### src/rtl/tt_gate_unit.sv
// tt_gate_unit: bitwise two-input function generator driven by a 4-bit truth
// table. Each result bit is tt indexed by the matching {a, b} bit pair, which
// covers all 16 two-input gates. Operands use a valid/ready handshake, and the
// single output register supports full-throughput back-to-back transfers.
// A small three-state engine self-tests a latched copy of the truth table. It
// compares a sum-of-products evaluation against a 4:1 mux evaluation, one
// minterm per cycle.
module tt_gate_unit #(
  parameter int WIDTH = 4
) (
  input  logic             clk,
  input  logic             reset,
  input  logic [3:0]       tt,
  input  logic [WIDTH-1:0] a,
  input  logic [WIDTH-1:0] b,
  input  logic             in_valid,
  output logic             in_ready,
  output logic [WIDTH-1:0] s,
  output logic             out_valid,
  input  logic             out_ready,
  input  logic             selftest_start,
  output logic             selftest_busy,
  output logic             selftest_done,
  output logic             selftest_pass,
  output logic [2:0]       mismatch_count
);

  typedef enum logic [1:0] {
    IDLE = 2'd0,
    RUN  = 2'd1,
    DONE = 2'd2
  } state_t;

  state_t r_state;
  state_t w_state_nxt;

  // Output stage (one register of latency).
  logic [WIDTH-1:0] r_s_p1;
  logic             r_vld_p1;

  // Self-test context.
  logic [3:0] r_tt_lat;
  logic [1:0] r_m;
  logic [2:0] r_mcnt;
  logic       r_pass;

  logic       w_accept;
  logic       w_in_ready;
  logic       w_start;
  logic       w_last;
  logic       w_mis;
  logic [2:0] w_mcnt_nxt;
  logic       w_busy;
  logic       w_done;
  logic [WIDTH-1:0] w_result;

  // Truth-table lookup as a plain 4:1 mux on the minterm index.
  function automatic logic f_mux_eval(input logic [3:0] t, input logic [1:0] m);
    return t[m];
  endfunction

  // Same lookup written as a sum of products over the decoded minterm.
  // It is structurally independent of the mux form, so the two can
  // cross-check each other.
  function automatic logic f_sop_eval(input logic [3:0] t, input logic [1:0] m);
    logic x;
    logic y;
    x = m[1];
    y = m[0];
    return (t[0] & ~x & ~y) |
           (t[1] & ~x &  y) |
           (t[2] &  x & ~y) |
           (t[3] &  x &  y);
  endfunction

  // Apply the truth table independently to every bit position.
  function automatic logic [WIDTH-1:0] f_apply(input logic [3:0]       t,
                                               input logic [WIDTH-1:0] x,
                                               input logic [WIDTH-1:0] y);
    logic [WIDTH-1:0] r;
    r = '0;
    for (int i = 0; i < WIDTH; i++) begin
      r[i] = f_mux_eval(t, {x[i], y[i]});
    end
    return r;
  endfunction

  // Handshake decode. A start request always blocks operands, so when a start
  // and an operand arrive together, the self-test wins. Reset forces
  // in_ready low.
  always_comb begin
    w_in_ready = 1'b0;
    if (!reset && (r_state == IDLE) && !selftest_start &&
        (!r_vld_p1 || out_ready)) begin
      w_in_ready = 1'b1;
    end
  end

  // Operand and self-test event decode.
  always_comb begin
    w_accept   = in_valid && w_in_ready;
    w_start    = (r_state == IDLE) && selftest_start && !r_vld_p1;
    w_last     = (r_m == 2'd3);
    w_mis      = f_sop_eval(r_tt_lat, r_m) != f_mux_eval(r_tt_lat, r_m);
    w_mcnt_nxt = r_mcnt + {2'b00, w_mis};
    w_result   = f_apply(tt, a, b);
  end

  // FSM state register.
  always_ff @(posedge clk) begin
    if (reset) begin
      r_state <= IDLE;
    end else begin
      r_state <= w_state_nxt;
    end
  end

  // FSM next-state logic. RUN walks minterms 0..3 and then visits DONE
  // for exactly one cycle.
  always_comb begin
    w_state_nxt = r_state;
    case (r_state)
      IDLE: if (w_start) w_state_nxt = RUN;
      RUN:  if (w_last)  w_state_nxt = DONE;
      DONE: w_state_nxt = IDLE;
      default: w_state_nxt = IDLE;
    endcase
  end

  // FSM outputs: busy covers RUN and DONE; done marks the final cycle.
  always_comb begin
    w_busy = 1'b0;
    w_done = 1'b0;
    case (r_state)
      RUN: w_busy = 1'b1;
      DONE: begin
        w_busy = 1'b1;
        w_done = 1'b1;
      end
      default: begin
        w_busy = 1'b0;
        w_done = 1'b0;
      end
    endcase
  end

  // --- stage p0 -> p1: result register and its valid flag ---
  // A new result overwrites the old one on accept. Without an accept, a
  // drain empties the register. While stalled, s is held.
  always_ff @(posedge clk) begin
    if (reset) begin
      r_s_p1   <= '0;
      r_vld_p1 <= 1'b0;
    end else if (w_accept) begin
      r_s_p1   <= w_result;
      r_vld_p1 <= 1'b1;
    end else if (r_vld_p1 && out_ready) begin
      r_vld_p1 <= 1'b0;
    end
  end

  // Self-test context: latch tt at start so later tt changes are ignored.
  // Count mismatches per minterm, and settle pass on the last minterm so it
  // is valid during DONE.
  always_ff @(posedge clk) begin
    if (reset) begin
      r_tt_lat <= 4'd0;
      r_m      <= 2'd0;
      r_mcnt   <= 3'd0;
      r_pass   <= 1'b0;
    end else if (w_start) begin
      r_tt_lat <= tt;
      r_m      <= 2'd0;
      r_mcnt   <= 3'd0;
      r_pass   <= 1'b0;
    end else if (r_state == RUN) begin
      r_mcnt <= w_mcnt_nxt;
      r_m    <= r_m + 2'd1;
      if (w_last) begin
        r_pass <= (w_mcnt_nxt == 3'd0);
      end
    end
  end

  assign in_ready       = w_in_ready;
  assign s              = r_s_p1;
  assign out_valid      = r_vld_p1;
  assign selftest_busy  = w_busy;
  assign selftest_done  = w_done;
  assign selftest_pass  = r_pass;
  assign mismatch_count = r_mcnt;

endmodule

### config.mk
export PLATFORM = sky130hd
export DESIGN_NAME = tt_gate_unit
export DESIGN_NICKNAME = d
export VERILOG_FILES = /design/src/rtl/tt_gate_unit.sv
export SDC_FILE = /design/constraint.sdc
export NUM_CORES = 1
export LEC_CHECK = 0
export CORE_MARGIN = 10
export CORE_UTILIZATION = 41
export DETAILED_ROUTE_END_ITERATION = 16
export PLACE_DENSITY = 0.76
export RECOVER_POWER = 50
export SLEW_MARGIN = 20
export SYNTH_ARGS = -nofsm -noshare
export SYNTH_HDL_FRONTEND = slang
export SYNTH_SLANG_ARGS = --single-unit
### constraint.sdc
create_clock -name clk -period 2.05 [get_ports clk]
set_input_delay 0.205 -clock clk [delete_from_list [all_inputs] [get_ports clk]]
set_output_delay 0.205 -clock clk [all_outputs]
set_load 0.02 [all_outputs]
* Yosys cells after proc, flatten, opt, wreduce, memory -nomap -nowiden
Index checks and enable logic that the tools add are counted.
** Cells by class
- Equality and inequality tests :: 6
- Add/sub/neg operators :: 2
- Order comparisons :: 5
- Bitwise operators :: 13
- Reductions and logical operators :: 18
- Mux-type cells :: 18
** Operators by type and width (number)
- $lt A2 B3 Y1 const B :: 5
- $bmux W1 S2 :: 5
- $mux W1 :: 10
- $and A1 B1 Y1 :: 8
- $logic_and A1 B1 Y1 :: 7
- $eq A2 B2 Y1 const B :: 2
- $mux W2 :: 2
- $ne A2 B2 Y1 const B :: 2
- $pmux W2 S2 :: 1
- $reduce_and A2 Y1 :: 2
- $reduce_or A2 Y1 :: 2
- $add A3 B1 Y3 :: 1
- $logic_not A1 Y1 :: 3
- $logic_not A3 Y1 :: 1
- $or A1 B1 Y1 :: 3
- $add A2 B1 Y2 const B :: 1
- $eq A2 B1 Y1 const B :: 1
- $logic_not A2 Y1 :: 1
- $not A1 Y1 :: 2
- $reduce_bool A2 Y1 :: 1
- $logic_or A1 B1 Y1 :: 1
- $ne A1 B1 Y1 :: 1
** Word-level totals
- Bits in registers :: 17
- Input bits :: 17

* Logic depth before layout (Yosys ltp)
Gate-level depths: netlist (run 1).
- Depth after elaboration :: 9
- Gate-level depth with buffers :: 7
- Mapped depth without buffers :: 6

* Worst setup path after synthesis (run 1)
Ideal clock, no wire load.
- Path type :: reg2reg
- From :: register r_state[0]
- To :: register r_s_p1[0], in the netlist s[0]
- Cell stages (with the launch flop) :: 7
- Data arrival time :: 1.349 ns
- Slack :: 0.580 ns
- Setup time :: 0.121 ns
- Period minus slack after synthesis :: 1.470 ns
- Path buffers :: 0
- Data required time :: 1.929 ns
- Cells stage by stage :: dfxtp_1 > inv_1 > ha_1 > nand2b_1 > nor4b_4 > mux2i_1 > nor2_1
** Between the ends
- Longest elaborated chain between the ends :: 6
** Ends and longest elaborated chain
- from (decl) :: line 34 : state_t r_state;
- from (signal assigned) :: line 114 : r_state <= w_state_nxt;
- $logic_not A2 Y1 :: line 93 : if (!reset && (r_state == IDLE) && !selftest_start &&
- $logic_and A1 B1 Y1 (3 in a row) :: line 93
- $mux W1 :: line 93
- $logic_and A1 B1 Y1 :: line 101 : w_accept = in_valid && w_in_ready;
- to (signal assigned) :: line 155 : r_s_p1 <= w_result;
- to (decl) :: line 38 : logic [WIDTH-1:0] r_s_p1;
Every way passes these cells.
A chain may end at the register's enable or synchronous reset.

* Final worst setup path (run 1)
- From :: register r_state[1]
- To :: output port selftest_busy
** Between the ends
- Longest elaborated chain between the ends :: 3
** Ends and longest elaborated chain
- $eq A2 B1 Y1 or $eq A2 B2 Y1 (tied branches) :: line 134 : case (r_state)
- $reduce_or A2 Y1 (no source line) *
- $mux W1 * :: line 134
- to (decl) :: line 22 : output logic selftest_busy,
Every way passes the cells marked *; elsewhere a longest branch is shown, timed or not.

==> impl_metrics.ini, run 1 <==
[floorplan]
pin_count = 29
start_util_pct = 42.42
dieHeight_um = 62.04
die-area_um2 = 3848
rows = 15
die_w_um = 62.04
core_um2 = 1708

[worst_setup_path]
endpoint_kind = output port
worstPathMaxFanout = 3
critPathLaunchType = flip-flop
path_cells = inv_1 > ha_1 > clkdlybuf4s50_1
slowest_stage = clkdlybuf4s50_1
r2r_cells = 6
rr_startpoint = r_state[1]$_SDFFE_PP0P_
max_stage_delay_ns = 0.60
path_depth = 3
timing.rr.end = s[3]$_SDFFE_PP0P_
r2r_slack_ns = 0.40
cp_top_family = buffers and inverters
crit_required_ns = 1.85
critPathBufInv = 2
cp.arrival_ns = 1.61
crit_type = flip-flop to output port

[sta]
fmaxAchievable_ghz = 0.5519
setup_tns_ns = 0
setup_viol = 0
fin_ws_ns = 0.2380
finalCritPeriodShare_pct = 88.39
fin_crit_ns = 1.812
clock-skew-final_ns = 0.002043
grt_setup_unrepaired = false
finalHoldViolCount = 0
holdWs_ns = 0.4948
slew_viol_final = 0

[finish]
drive_above_1_share_pct = 9.901
syn_to_final_growth_pct = 46.46
final_core_util_pct = 62.12
antenna_cells = 0
nets = 126
stdcell_area_um2 = 1061
fin_cells = 126

[synth]
yosysMostFrequentCell = dfxtp_1
ys_ff_latch = 13
synth_enable_flop_cells = 0
netlist_instances = 70
synth.top_cell.area_share_pct = 35.92
synth_cell_types = 20
yosys.area_share.simple_pct = 17.79
synth_top_family_by_area = multiplexers
synthAdderAreaFrac_pct = 12.09
async_flop_share_pct = 0
ys.flop_type = dfxtp_1
synth_area_um2 = 724.4
synth_warnings = 0
avgSynthCellArea_um2 = 10.35
synth_nets = 94
synth-seq-area-share_pct = 35.92
synth-xor-area-share_pct = 3.627
yosysTopAreaCell = dfxtp_1
netlist_top_cells_count = dfxtp_1 (13), nor2_1 (11), mux2i_1 (8)
netlist_top_cells_area = dfxtp_1 (36%), mux4_2 (12%), ha_1 (12%)
synth_compound_area_share_pct = 3.800
muxShareOfSynthArea_pct = 23.49

[routing]
ant_nets = 0
drt_iter0_markers = 7
wirelength_um = 1729
first_pass_iters = 3
vias = 588
wl_per_cell_um = 13.72
routed_via_density = 4.667
drc = 0

[job]
cap_violations = 0

[placed_design]
placed_area_um2 = 1035
post-place-ws_ns = 0.2362
dp_cells = 122
globalplace.congestion = 0.7597
port_buffers = 28
dpl.hpwl_um = 1448

[status]
status = finished clean

[worst_hold_path]
hold_path_depth = 2
worstHoldEndpoint = selftest_pass$_SDFFE_PP0P_
hp-class = flip-flop to flip-flop
hp-start = selftest_pass$_SDFFE_PP0P_

[cts]
clkTransAtPathRegs_ns = 0.08
ctsHoldBuffers = 0
cts_tree = done
cts_made_buffers = 3
clockBufferDepth = 2
cts_root_buffer = clkbuf_4
clk_latency_ns = 0.28
cts_sinks = 13
cts_max_level = 1

[power_and_ir_drop]
p_leak_nw = 0.4479
total_power_uw = 634.3
p_per_area_nw_per_um2 = 597.8
peakVddDrop_v = 0.0004193

[grt]
grt_use_total_pct = 9.215
antenna_found_initial = 0
grt_pass1_vias = 608
grt_pass1_wl_um = 2670
grt_max_degree = 9
overflow = 0
cell families (layout without fill, tap and decap cells):
group / Yosys count / count (layout)
simple gates: 24 / 24
flops: 13 / 13
mux: 12 / 12
fa+ha+maj: 7 / 7
compound gates: 5 / 5
buf+inv: 5 / 36
xor+xnor: 3 / 3
other cells: 1 / 1
registers in the layout, indices dropped and copies added (netlist names):
signal / count
selftest_pass: 1
r_m: 2
out_valid: 1
s: 4
r_state: 2
mismatch_count: 3
timing repair:
item,in CTS,in global routing
setup buffers,0,0
endpoints found under the setup margin,1,0
resized for setup,1,0
endpoints found under the hold margin,0,0
how the worst max path moves through the flow:
| stage | start | endpoint | slack, ns |
|---|---|---|---|
| 6_report | r_state[1]$_SDFFE_PP0P_ | selftest_busy | 0.24 |
| 5_1_grt | r_state[0]$_SDFFE_PP0P_ | in_ready | 0.08 |
| 4_1_cts | r_state[1]$_SDFFE_PP0P_ | selftest_busy | 0.23 |
| 3_5_place_dp | reset | in_ready | 0.24 |
| 3_3_place_gp | reset | in_ready | 0.28 |
| 2_1_floorplan | r_state[0]$_SDFFE_PP0P_ | s[0]$_SDFFE_PP0P_ | 0.58 |
power by group:
group	internal, mW	total [mW]	switching (mW)
combinational	0.106	0.198	0.0921
sequential	0.267	0.278	0.0101
clock	0.0723	0.159	0.0866
total	0.445	0.634	0.189
worst reg2reg max path: stages (launching register included):
cell and delay, ns:
dfxtp_1 0.34, inv_1 0.10, ha_1 0.25, nand2b_1 0.13, nor4b_4 0.43, mux2i_1 0.25, nor2_1 0.05
area by class of cell:
type	instances	area, µm²
fill	142	646.9
multi-input combinational	52	444.2
timing repair buffer	29	286.5
sequential	13	260.3
tap	25	31.28
clock buffer	3	22.52
inverter	3	11.26
clock inverter	1	5.005
cells in the final DEF (no fill, tap or decap), types with 2 or more instances in the layout:
| cell | n |
|---|---|
| a21oi_1 | 4 |
| clkbuf_4 | 3 |
| clkdlybuf4s50_1 | 22 |
| dfxtp_1 | 13 |
| dlygate4sd3_1 | 5 |
| ha_1 | 7 |
| inv_1 | 3 |
| mux2i_1 | 8 |
| mux4_2 | 4 |
| nand2_1 | 4 |
| nand2b_1 | 2 |
| nor2_1 | 11 |
| nor2b_1 | 2 |
| nor3_1 | 2 |
| xor2_1 | 2 |
routing by layer:
metal / wire (µm) / track usage (%) / part of all wire, %
met1: 698 / 9.591 / 40
met4: 0 / 2.866 / 0
met5: 0 / 0 / 0
met3: 82 / 3.659 / 4.7
met2: 948 / 16.52 / 55
No activity file was read; power rests on OpenSTA's default activity.
==> inputs of run 2 (changes only) <==
--- a/config.mk
+++ b/config.mk
@@ -5,11 +5,12 @@
 export SDC_FILE = /design/constraint.sdc
 export NUM_CORES = 1
 export LEC_CHECK = 0
+export CELL_PAD_IN_SITES_DETAIL_PLACEMENT = 1
+export CELL_PAD_IN_SITES_GLOBAL_PLACEMENT = 2
 export CORE_MARGIN = 10
-export CORE_UTILIZATION = 41
+export CORE_UTILIZATION = 24
 export DETAILED_ROUTE_END_ITERATION = 16
-export PLACE_DENSITY = 0.76
-export RECOVER_POWER = 50
+export PLACE_DENSITY_LB_ADDON = 0.1
 export SLEW_MARGIN = 20
 export SYNTH_ARGS = -nofsm -noshare
 export SYNTH_HDL_FRONTEND = slang
==> impl_metrics.ini, run 2 (synthesized netlist as in run 1, its figures left out) <==
[status]
status = finished clean

[floorplan]
die-area_um2 = 5616
rows = 19
dieHeight_um = 74.94
start_util_pct = 25.61
pin_count = 29
die_w_um = 74.94
core_um2 = 2829

[grt]
grt_pass1_vias = 640
grt_max_degree = 9
grt_pass1_wl_um = 2994
overflow = 0
grt_use_total_pct = 7.129
antenna_found_initial = 0

[sta]
setup_tns_ns = 0
setup_viol = 0
fmaxAchievable_ghz = 0.5491
finalCritPeriodShare_pct = 88.83
fin_crit_ns = 1.821
grt_setup_unrepaired = false
fin_ws_ns = 0.2289
slew_viol_final = 0
holdWs_ns = 0.5073
finalHoldViolCount = 0
clock-skew-final_ns = 0.0008780

[placed_design]
post-place-ws_ns = 0.2308
dpl.hpwl_um = 1627
placed_area_um2 = 1042
port_buffers = 28
dp_cells = 128
globalplace.congestion = 0.6821

[cts]
cts_made_buffers = 3
post_cts_resize_count = 1
post_cts_buffers = 0
clkTransAtPathRegs_ns = 0.08
clockBufferDepth = 2
cts_sinks = 13
cts_tree = done
clk_latency_ns = 0.27
cts_max_level = 1
cts_root_buffer = clkbuf_4
ctsHoldBuffers = 0

[worst_setup_path]
worstPathMaxFanout = 3
crit_type = flip-flop to output port
crit_required_ns = 1.85
cp.arrival_ns = 1.62
critPathLaunchType = flip-flop
endpoint_kind = output port

[job]
cap_violations = 0

[finish]
syn_to_final_growth_pct = 47.32
drive_above_1_share_pct = 8.911
fill_cells = 330
antenna_cells = 0
multi_input_area_um2 = 444.2
regArea_um2 = 260.3
final_core_util_pct = 37.73
layout_common_cells = clkdlybuf4s50_1 (27), dfxtp_1 (13), nor2_1 (11)
largest_register_ffs = 4
fin_cells = 132
final_common_cell = clkdlybuf4s50_1
nets = 126
stdcell_area_um2 = 1067

[routing]
wl_per_cell_um = 14.76
drt_iter0_markers = 18
routed_via_density = 4.545
first_pass_iters = 4
ant_nets = 0
wirelength_um = 1948
drc = 0
vias = 600

[power_and_ir_drop]
p_leak_nw = 0.4283
total_power_uw = 638.5
p_per_area_nw_per_um2 = 598.2
peakVddDrop_v = 0.0002479

[worst_hold_path]
hp-class = flip-flop to flip-flop
==> run 2: final cells by class <==
| type | count | area share [%] |
|---|---|---|
| flip-flops and latches | 13 | 24.38 |
| multi-input cells | 52 | 41.62 |
| inverters | 3 | 1.055 |
| clock buffers | 4 | 2.462 |
| well taps | 31 | 3.634 |
| repair buffers | 29 | 26.85 |
==> run 2: report_power, final <==
part / total (mW) / leakage [nW] / internal (mW) / switching (mW)
registers: 0.278 / 0.106 / 0.267 / 0.0103
clock network: 0.159 / 0.0150 / 0.0754 / 0.0837
logic: 0.202 / 0.308 / 0.107 / 0.0946
total: 0.638 / 0.428 / 0.450 / 0.189
==> run 2: layer usage <==
metal / wire [µm] / vias to the layer above / GRT usage, %
met3: 169 / 2 / 3.548
met1: 854 / 283 / 8.094
met2: 911 / 13 / 10.76
met4: 13 / 0 / 3.782
li1: - / 302 / -
met5: 0 / - / 0
==> run 2: worst paths after layout <==
kind                                endpoint                  startpoint  slack, ns  cells past startpoint
setup / recovery               selftest_busy     r_state[0]$_SDFFE_PP0P_       0.23                      3
hold / removal    selftest_pass$_SDFFE_PP0P_  selftest_pass$_SDFFE_PP0P_       0.51                      2
setup reg to reg           s[2]$_SDFFE_PP0P_     r_state[0]$_SDFFE_PP0P_       0.41                      6
hold reg to reg   selftest_pass$_SDFFE_PP0P_  selftest_pass$_SDFFE_PP0P_       0.51                      2
==> run 2: critical path: stages (launching register included) <==
cell	delay, ns
dfxtp_1	0.36
inv_1	0.09
ha_1	0.29
clkdlybuf4s50_1	0.60
